### src/rtl/uart_pkg.sv
// Shared UART definitions: serializer state encoding and line levels.
package uart_pkg;

  typedef enum logic {
    IDLE  = 1'b0,
    SHIFT = 1'b1
  } ser_state_e;

  // Level the TX line rests at when no word is in flight.
  localparam logic UART_IDLE_LEVEL = 1'b1;

endpackage : uart_pkg

### src/rtl/uart_tx_serializer_p.sv
// Parametrised UART TX parallel-to-serial shifter. Loads a word through a
// valid/ready handshake, emits one bit per baud tick in the selected order,
// computes the word parity at load, and supports zero-bubble reloads on the
// final tick of the current word.
module uart_tx_serializer_p
  import uart_pkg::*;
#(
  parameter int DATA_WIDTH = 8,  // 2..16
  parameter bit MSB_FIRST  = 1'b0,
  parameter bit PAR_ODD    = 1'b0
) (
  input  logic                  clk,
  input  logic                  reset,
  input  logic                  ld_valid,
  output logic                  ld_ready,
  input  logic [DATA_WIDTH-1:0] p_data,
  input  logic                  shift_en,
  output logic                  ser_data,
  output logic                  ser_busy,
  output logic                  ser_done,
  output logic                  par_bit
);

  localparam int              CNT_W    = $clog2(DATA_WIDTH);
  localparam logic [CNT_W-1:0] LAST_IDX = CNT_W'(DATA_WIDTH - 1);

  ser_state_e            state_q, state_d;
  logic [CNT_W-1:0]      cnt_q, cnt_d;
  logic [DATA_WIDTH-1:0] sreg_q, sreg_d;
  logic                  ser_data_q, ser_data_d;
  logic                  busy_q, busy_d;
  logic                  done_q, done_d;
  logic                  par_q, par_d;

  logic [DATA_WIDTH-1:0] shifted;
  logic                  next_bit;
  logic                  first_bit;
  logic                  last_tick;
  logic                  accept;

  // Bit-order datapath. The bit leaving the register is recirculated into the
  // vacated end; it is never presented again, and recirculating it keeps every
  // register bit in use.
  if (MSB_FIRST) begin : g_msb_first
    assign shifted   = {sreg_q[DATA_WIDTH-2:0], sreg_q[DATA_WIDTH-1]};
    assign next_bit  = sreg_q[DATA_WIDTH-2];
    assign first_bit = p_data[DATA_WIDTH-1];
  end else begin : g_lsb_first
    assign shifted   = {sreg_q[0], sreg_q[DATA_WIDTH-1:1]};
    assign next_bit  = sreg_q[1];
    assign first_bit = p_data[0];
  end

  // Ready is open in IDLE, and on the final tick of a word so a new word can
  // follow without an idle gap. It never depends on ld_valid.
  assign last_tick = (state_q == SHIFT) && shift_en && (cnt_q == LAST_IDX);
  assign ld_ready  = (state_q == IDLE) || last_tick;
  assign accept    = ld_valid && ld_ready;

  // Next-state and next-output logic for the shifter FSM.
  always_comb begin
    // NOTE: every _d gets a default before any branch, so no path leaves a
    // signal unassigned and no latch is inferred.
    state_d    = state_q;
    cnt_d      = cnt_q;
    sreg_d     = sreg_q;
    ser_data_d = ser_data_q;
    busy_d     = busy_q;
    done_d     = 1'b0;
    par_d      = par_q;

    unique case (state_q)
      IDLE: begin
        // shift_en is ignored here; only a load leaves IDLE.
      end
      SHIFT: begin
        if (shift_en) begin
          if (cnt_q == LAST_IDX) begin
            done_d     = 1'b1;
            state_d    = IDLE;
            busy_d     = 1'b0;
            ser_data_d = UART_IDLE_LEVEL;
          end else begin
            cnt_d      = cnt_q + CNT_W'(1);
            sreg_d     = shifted;
            ser_data_d = next_bit;
          end
        end
      end
      default: state_d = IDLE;
    endcase

    // A load overrides the end-of-word return to IDLE, which gives the
    // back-to-back case for free.
    if (accept) begin
      sreg_d     = p_data;
      cnt_d      = '0;
      par_d      = (^p_data) ^ PAR_ODD;
      ser_data_d = first_bit;
      busy_d     = 1'b1;
      state_d    = SHIFT;
    end
  end

  // State and output registers; reset aborts any word in flight.
  always_ff @(posedge clk or posedge reset) begin
    if (reset) begin
      state_q    <= IDLE;
      cnt_q      <= '0;
      sreg_q     <= '0;
      ser_data_q <= UART_IDLE_LEVEL;
      busy_q     <= 1'b0;
      done_q     <= 1'b0;
      par_q      <= 1'b0;
    end else begin
      // NOTE: non-blocking assignments so all registers update together from
      // the values computed before the edge.
      state_q    <= state_d;
      cnt_q      <= cnt_d;
      sreg_q     <= sreg_d;
      ser_data_q <= ser_data_d;
      busy_q     <= busy_d;
      done_q     <= done_d;
      par_q      <= par_d;
    end
  end

  assign ser_data = ser_data_q;
  assign ser_busy = busy_q;
  assign ser_done = done_q;
  assign par_bit  = par_q;

endmodule : uart_tx_serializer_p

### config.mk
export PLATFORM = sky130hd
export DESIGN_NAME = uart_tx_serializer_p
export DESIGN_NICKNAME = d
export VERILOG_FILES = /design/src/rtl/uart_pkg.sv /design/src/rtl/uart_tx_serializer_p.sv
export SDC_FILE = /design/constraint.sdc
export NUM_CORES = 1
export LEC_CHECK = 0
export ABC_AREA = 1
export ABC_CLOCK_PERIOD_IN_PS = 1900
export CAP_MARGIN = 20
export CELL_PAD_IN_SITES_DETAIL_PLACEMENT = 0
export CELL_PAD_IN_SITES_GLOBAL_PLACEMENT = 1
export CORE_MARGIN = 2
export CORE_UTILIZATION = 25
export DETAILED_ROUTE_END_ITERATION = 7
export GPL_TIMING_DRIVEN = 0
export PLACE_DENSITY = 0.68
export SYNTH_ARGS = -nofsm -noshare
export SYNTH_HDL_FRONTEND = slang
export SYNTH_SLANG_ARGS = --single-unit
### constraint.sdc
create_clock -name clk -period 1.9 [get_ports clk]
set_input_delay 0.19 -clock clk [delete_from_list [all_inputs] [get_ports clk]]
set_output_delay 0.19 -clock clk [all_outputs]
set_load 0.1 [all_outputs]
==> results of run 1 <==
per-stage QoR:
| step | total power [mW] | utilization [%] | setup WS [ps] |
|---|---|---|---|
| floorplan | 1.17 | - | 54.5 |
| global placement | 1.34 | 31.9 | -301 |
| detailed placement | 1.35 | 31.9 | -339 |
| CTS | 1.64 | 33.3 | -54.6 |
| global route | 1.74 | 33.2 | 30.4 |
| finish | 1.61 | 33.2 | 84.2 |
registers in the layout, indices dropped and copies added, names as in the netlist:
name,count
ser_busy,1
cnt_q,3
ser_done,1
par_bit,1
ser_data,1
state_q,1
sreg_q,8
cells in the mapped netlist:
master,instances,area [sq um]
inv_1,14,52.6
mux2i_1,1,10.0
nor2_1,7,26.3
dfstp_2,1,26.3
buf_6,3,33.8
xnor2_1,1,8.76
nand2_1,72,270
nand3_1,3,15.0
nand2_2,2,12.5
a21oi_2,1,8.76
inv_2,2,7.51
dfrtp_1,15,375
o21ai_1,9,45.0
nor2_2,1,6.26
o21ai_0,1,5.00
ha_1,2,25.0
cell type report:
class | instances | area share, %
well taps | 48 | 5.02
flip-flops and latches | 16 | 33.5
multi-input cells | 100 | 36.2
repair buffers | 16 | 12.9
plain buffers | 3 | 2.82
inverters | 16 | 5.02
clock buffers | 4 | 4.60
final timing paths:
path	slack (ps)	to	from
max	80	ser_data	ser_data$_DFFE_PP1P_
min	310	sreg_q[6]$_DFFE_PP0P_	reset
max reg2reg	310	sreg_q[3]$_DFFE_PP0P_	cnt_q[0]$_DFFE_PP0P_
min reg2reg	480	sreg_q[3]$_DFFE_PP0P_	sreg_q[3]$_DFFE_PP0P_
max in group asynchronous	1200	sreg_q[3]$_DFFE_PP0P_	reset
min in group clk	480	sreg_q[3]$_DFFE_PP0P_	sreg_q[3]$_DFFE_PP0P_
metal layers:
metal | share of wire, % | wire, microns
met1 | 46 | 851
met2 | 47 | 865
met3 | 5.2 | 95
met4 | 1.6 | 29
met5 | 0 | 0
where the power goes:
part / total (mW) / switching, mW / internal, mW
logic: 0.736 / 0.517 / 0.219
clock network: 0.299 / 0.115 / 0.184
registers: 0.573 / 0.0786 / 0.494
cells by family after synthesis:
kind of cell	share of synthesized area, %
buf+inv	10.1
flops	43.3
xor+xnor	0.944
fa+ha+maj	2.69
compound gates	6.33
mux	1.08
simple gates	35.6
repair_timing:
action / CTS / global route
resized for setup: 6 / 3
endpoints found under the hold margin: 0 / 0
endpoints found under the setup margin: 4 / 2
cloned: 0 / 0
==> reports/metrics.csv, run 1 <==
stage;metric;value;unit
place;portBuffers;16;
sta;rsz0062_at_grt;false;
global_route;met3_usage;3.13;%
layout;drive_gt1_share;9.68;%
sta;slew_headroom;35.6;%
yosys;ys_warn_count;0;
layout;layout.area.seq;402;sq um
global_route;grtUsageTotal;10.0;%
floorplan;rows;22;
sta;layout_min_cycle_time;1820;ps
global_route;grt-ovfl-total;0;
clock_tree;clockRootBuffer;clkbuf_8;
yosys;synth.avg_cell_area;6.88;sq um
route;drt_iter0_markers;11;
floorplan;core_area;3610;sq um
clock_tree;cts_num_sinks;16;
layout;multiInputGateArea;433;sq um
global_route;gr-max-usage-layer;met2;
setup_path;start_kind;flip-flop;
pwr;leakagePower;0.694;nW
floorplan;die_h;64.9;microns
yosys;ys_types;16;
floorplan;dieArea;4220;sq um
clock_tree;cts.clk_slew.worst_paths;60;ps
global_route;use_met1;11.0;%
yosys;ys_seq_area_share;43.3;%
layout;num-nets-final;170;
global_route;grt_max_degree;17;
floorplan;ioPinCount;17;
setup_path;critical_path_class;reg -> out;
setup_path;cp_top_family;buffers and inverters;
layout;design_area;1200;sq um
global_route;grt_pass1_vias;769;
route;wl;1.84;mm
sta;setup_viol_count_final;0;
global_route;met2_usage;17.8;%
floorplan;die_width;64.9;microns
layout;finalNonFillerCells;203;
min_path;hp-class;in -> async;
yosys;synth_cells;135;
setup_path;cp_data_required_time;1710;ps
route;viasPerCell;4.13;
setup_path;cp_num_cells;1;
sta;fin_tns_setup;0;ps
setup_path;critPathCaptureType;output port;
clock_tree;cts_buffers;3;
setup_path;worstPathArrival;1630;ps
route;wl_per_cell;9.08;microns
setup_path;cp_slowest_cell;dlygate4sd2_1;
sta;final.period_utilization;95.6;%
route;num_vias;838;
clock_tree;cts_tree;done;
run;maxCapViolCount;0;
place;place_area;1150;sq um
layout;syn2layout_area_growth;29.0;%
pwr;vdd_drop_max;0.000322;V
route;drcViolationCount;0;
route;ant_nets;0;
clock_tree;cts_htree_levels;1;
clock_tree;clk_path_buf_depth;2;
global_route;antenna_found_initial;0;
layout;final_common_cell;nand2_1;
clock_tree;cts_setup_buffers;0;
yosys;netlist_area;928;sq um
yosys;ys_seq_elements;16;
floorplan;start_util;25.7;%
layout;diodes;0;
layout;layout_common_cells;nand2_1, dfrtp_1, inv_1;
place;place.gp.congestion;0.670;
sta;max_slew.worst_pin.slew;965;ps
outcome;outcome;finished, final reports clean;
setup_path;crit_path_max_incr_delay;850;ps
yosys;syn_nets;149;
setup_path;worst-path-buf-inv;1;
clock_tree;holdBufCountCts;0;
pwr;p_per_area;1340;nW/um^2
setup_path;path_cells;dlygate4sd2_1;
sta;hold_viol_final;0;
global_route;grt_first_pass_wirelength;3.18;mm
sta;hold_ws;310;ps
sta;fmax;551;MHz
place;dp_cells;199;
route;dr.pass1.iters;3;
setup_path;critPathMaxFanout;2;
clock_tree;clock_latency;250;ps
place;dp_hpwl;1.46;mm
layout;fill_cells;418;
setup_path;ff2ff_path_depth;10;
sta;finalMaxSlewViolations;0;
sta;finalClockSkew;5.34;ps
(Power assumes the default switching activity.)
==> run 2: changes to the inputs <==
--- a/config.mk
+++ b/config.mk
@@ -8,13 +8,13 @@
 export ABC_AREA = 1
 export ABC_CLOCK_PERIOD_IN_PS = 1900
 export CAP_MARGIN = 20
-export CELL_PAD_IN_SITES_DETAIL_PLACEMENT = 0
-export CELL_PAD_IN_SITES_GLOBAL_PLACEMENT = 1
+export CELL_PAD_IN_SITES_DETAIL_PLACEMENT = 1
+export CELL_PAD_IN_SITES_GLOBAL_PLACEMENT = 2
 export CORE_MARGIN = 2
 export CORE_UTILIZATION = 25
 export DETAILED_ROUTE_END_ITERATION = 7
 export GPL_TIMING_DRIVEN = 0
-export PLACE_DENSITY = 0.68
+export PLACE_DENSITY = 0.82
 export SYNTH_ARGS = -nofsm -noshare
 export SYNTH_HDL_FRONTEND = slang
 export SYNTH_SLANG_ARGS = --single-unit
==> reports/metrics.csv, run 2 (synthesis gave the netlist of run 1 again) <==
stage;metric;value;unit;change
layout;diodes;0;;unchanged
setup_path;r2r_slack;240;ps;was 310 ps
setup_path;worst-path-buf-inv;1;;unchanged
sta;finalClockSkew;1.49;ps;was 5.34 ps
sta;fmax;548;MHz;was 551 MHz
sta;final.period_utilization;96.0;%;was 95.6%
global_route;antenna_found_initial;0;;unchanged
setup_path;critPathMaxFanout;2;;unchanged
min_path;hp-class;in -> async;;unchanged
pwr;vdd_drop_max;0.000231;V;was 0.000322 V
setup_path;start_kind;flip-flop;;unchanged
layout;largest-register;sreg_q;;unchanged
run;maxCapViolCount;0;;unchanged
setup_path;r2r_start;cnt_q[0]$_DFFE_PP0P_;;unchanged
floorplan;core_area;3610;sq um;unchanged
place;place.gp.congestion;0.682;;was 0.670
clock_tree;cts_htree_levels;1;;unchanged
sta;fin_tns_setup;0;ps;unchanged
route;dr.pass1.iters;4;;was 3
layout;num-nets-final;170;;unchanged
layout;fin_util;33.2;%;about the same
setup_path;path_cells;dlygate4sd2_1;;unchanged
sta;slew_headroom;36.1;%;was 35.6%
sta;max_slew.worst_pin.slew;962;ps;was 965 ps
floorplan;rows;22;;unchanged
sta;layout_min_cycle_time;1820;ps;about the same
route;drt_iter0_markers;9;;was 11
layout;largest_reg_flops;8;;unchanged
floorplan;start_util;25.7;%;unchanged
layout;syn2layout_area_growth;28.8;%;was 29.0%
layout;finalNonFillerCells;203;;unchanged
global_route;grt_max_degree;17;;unchanged
clock_tree;clock_latency;250;ps;about the same
pwr;leakagePower;0.680;nW;was 0.694 nW
setup_path;worstPathArrival;1630;ps;about the same
setup_path;crit_path_max_incr_delay;850;ps;about the same
sta;hold_ws;312;ps;was 310 ps
place;place_area;1150;sq um;unchanged
layout;final_common_cell;nand2_1;;unchanged
layout;layout_common_cells;nand2_1, dfrtp_1, inv_1;;unchanged
place;dp_cells;199;;unchanged
setup_path;critical_path_class;reg -> out;;unchanged
route;viasPerCell;4.41;;was 4.13
layout;drive_gt1_share;9.68;%;unchanged
sta;setup_viol_count_final;0;;unchanged
floorplan;dieArea;4220;sq um;unchanged
clock_tree;cts_num_sinks;16;;unchanged
route;wl_per_cell;11.3;microns;was 9.08 microns
clock_tree;cts.clk_slew.worst_paths;60;ps;about the same
global_route;grtUsageTotal;12.4;%;was 10.0%
route;drcViolationCount;0;;unchanged
floorplan;die_h;64.9;microns;unchanged
global_route;grt_pass1_vias;917;;was 769
sta;hold_viol_final;0;;unchanged
global_route;grt-ovfl-total;0;;unchanged
sta;rsz0062_at_grt;false;;unchanged
place;portBuffers;16;;unchanged
setup_path;ff2ff_path_depth;10;;unchanged
place;dp_hpwl;1.83;mm;was 1.46 mm
route;num_vias;896;;was 838
layout;design_area;1200;sq um;about the same
route;wl;2.29;mm;was 1.84 mm
clock_tree;clk_path_buf_depth;2;;unchanged
clock_tree;holdBufCountCts;0;;unchanged
sta;finalMaxSlewViolations;0;;unchanged
clock_tree;cts_buffers;3;;unchanged
setup_path;cp_data_required_time;1710;ps;about the same
pwr;p_per_area;1370;nW/um^2;was 1340 nW/um^2
layout;top_regs;sreg_q x8, cnt_q x3;;unchanged
setup_path;cp_slowest_cell;dlygate4sd2_1;;unchanged
setup_path;critPathCaptureType;output port;;unchanged
clock_tree;cts_tree;done;;unchanged
setup_path;cp_top_family;buffers and inverters;;unchanged
clock_tree;clockRootBuffer;clkbuf_8;;unchanged
floorplan;ioPinCount;17;;unchanged
setup_path;r2r-end;sreg_q[2]$_DFFE_PP0P_;;was sreg_q[3]$_DFFE_PP0P_
outcome;outcome;finished, final reports clean;;unchanged
global_route;grt_first_pass_wirelength;4.00;mm;was 3.18 mm
route;ant_nets;0;;unchanged
floorplan;die_width;64.9;microns;unchanged
==> run 2: cell count changes in the layout (fill, tap and decap cells not counted), sizes merged <==
cell / change
dlygate4sd2: +1
clkbuf: +1
dlymetal6s2s: -1
buf: -1
==> run 2: layout make-up <==
type                       count  area (sq um)
timing repair buffer          16           153
buffer                         3          33.8
tap                           48          60.1
clock buffer                   4          55.1
fill                         458          2410
inverter                      16          60.1
sequential                    16           402
multi-input combinational    100           433
==> run 2: worst max path at each step <==
stage          cells past startpoint                    end  slack [ps]                 start
2_1_floorplan                     10  sreg_q[1]$_DFFE_PP0P_          50  cnt_q[0]$_DFFE_PP0P_
3_5_place_dp                       5               ld_ready        -390  cnt_q[0]$_DFFE_PP0P_
4_1_cts                            5               ld_ready        -100  cnt_q[0]$_DFFE_PP0P_
5_1_grt                            1               ser_data          40  ser_data$_DFFE_PP1P_
6_report                           1               ser_data          80  ser_data$_DFFE_PP1P_
3_3_place_gp                       5               ld_ready        -310  cnt_q[0]$_DFFE_PP0P_
==> run 2: repair_timing <==
| item | 4_1_cts | 5_1_grt |
|---|---|---|
| setup endpoints to repair | 5 | 1 |
| gates resized for setup | 7 | 3 |
| setup buffers | 0 | 0 |
==> run 2: power by group <==
part / total [mW] / switching [mW] / internal (mW)
logic: 0.760 / 0.538 / 0.222
registers: 0.575 / 0.0807 / 0.494
clock network: 0.304 / 0.120 / 0.184
total: 1.64 / 0.738 / 0.900
==> run 2: per-layer routing <==
metal / share of wire (%) / vias to the layer above / global-route usage [%] / wire (microns)
met5: 0 / - / 0 / 0
met4: 2.2 / 0 / 5.59 / 51
met3: 3.6 / 5 / 2.60 / 82
met2: 51 / 15 / 22.4 / 1160
met1: 44 / 431 / 13.8 / 1000
li1: - / 445 / - / -
==> run 2: per-stage QoR <==
stage	power, mW	setup slack, ps
final	1.64	75.6
after global routing	1.77	38.5
after CTS	1.66	-96.5
after detailed placement	1.38	-394
after global placement	1.34	-305
after floorplan	1.17	54.5
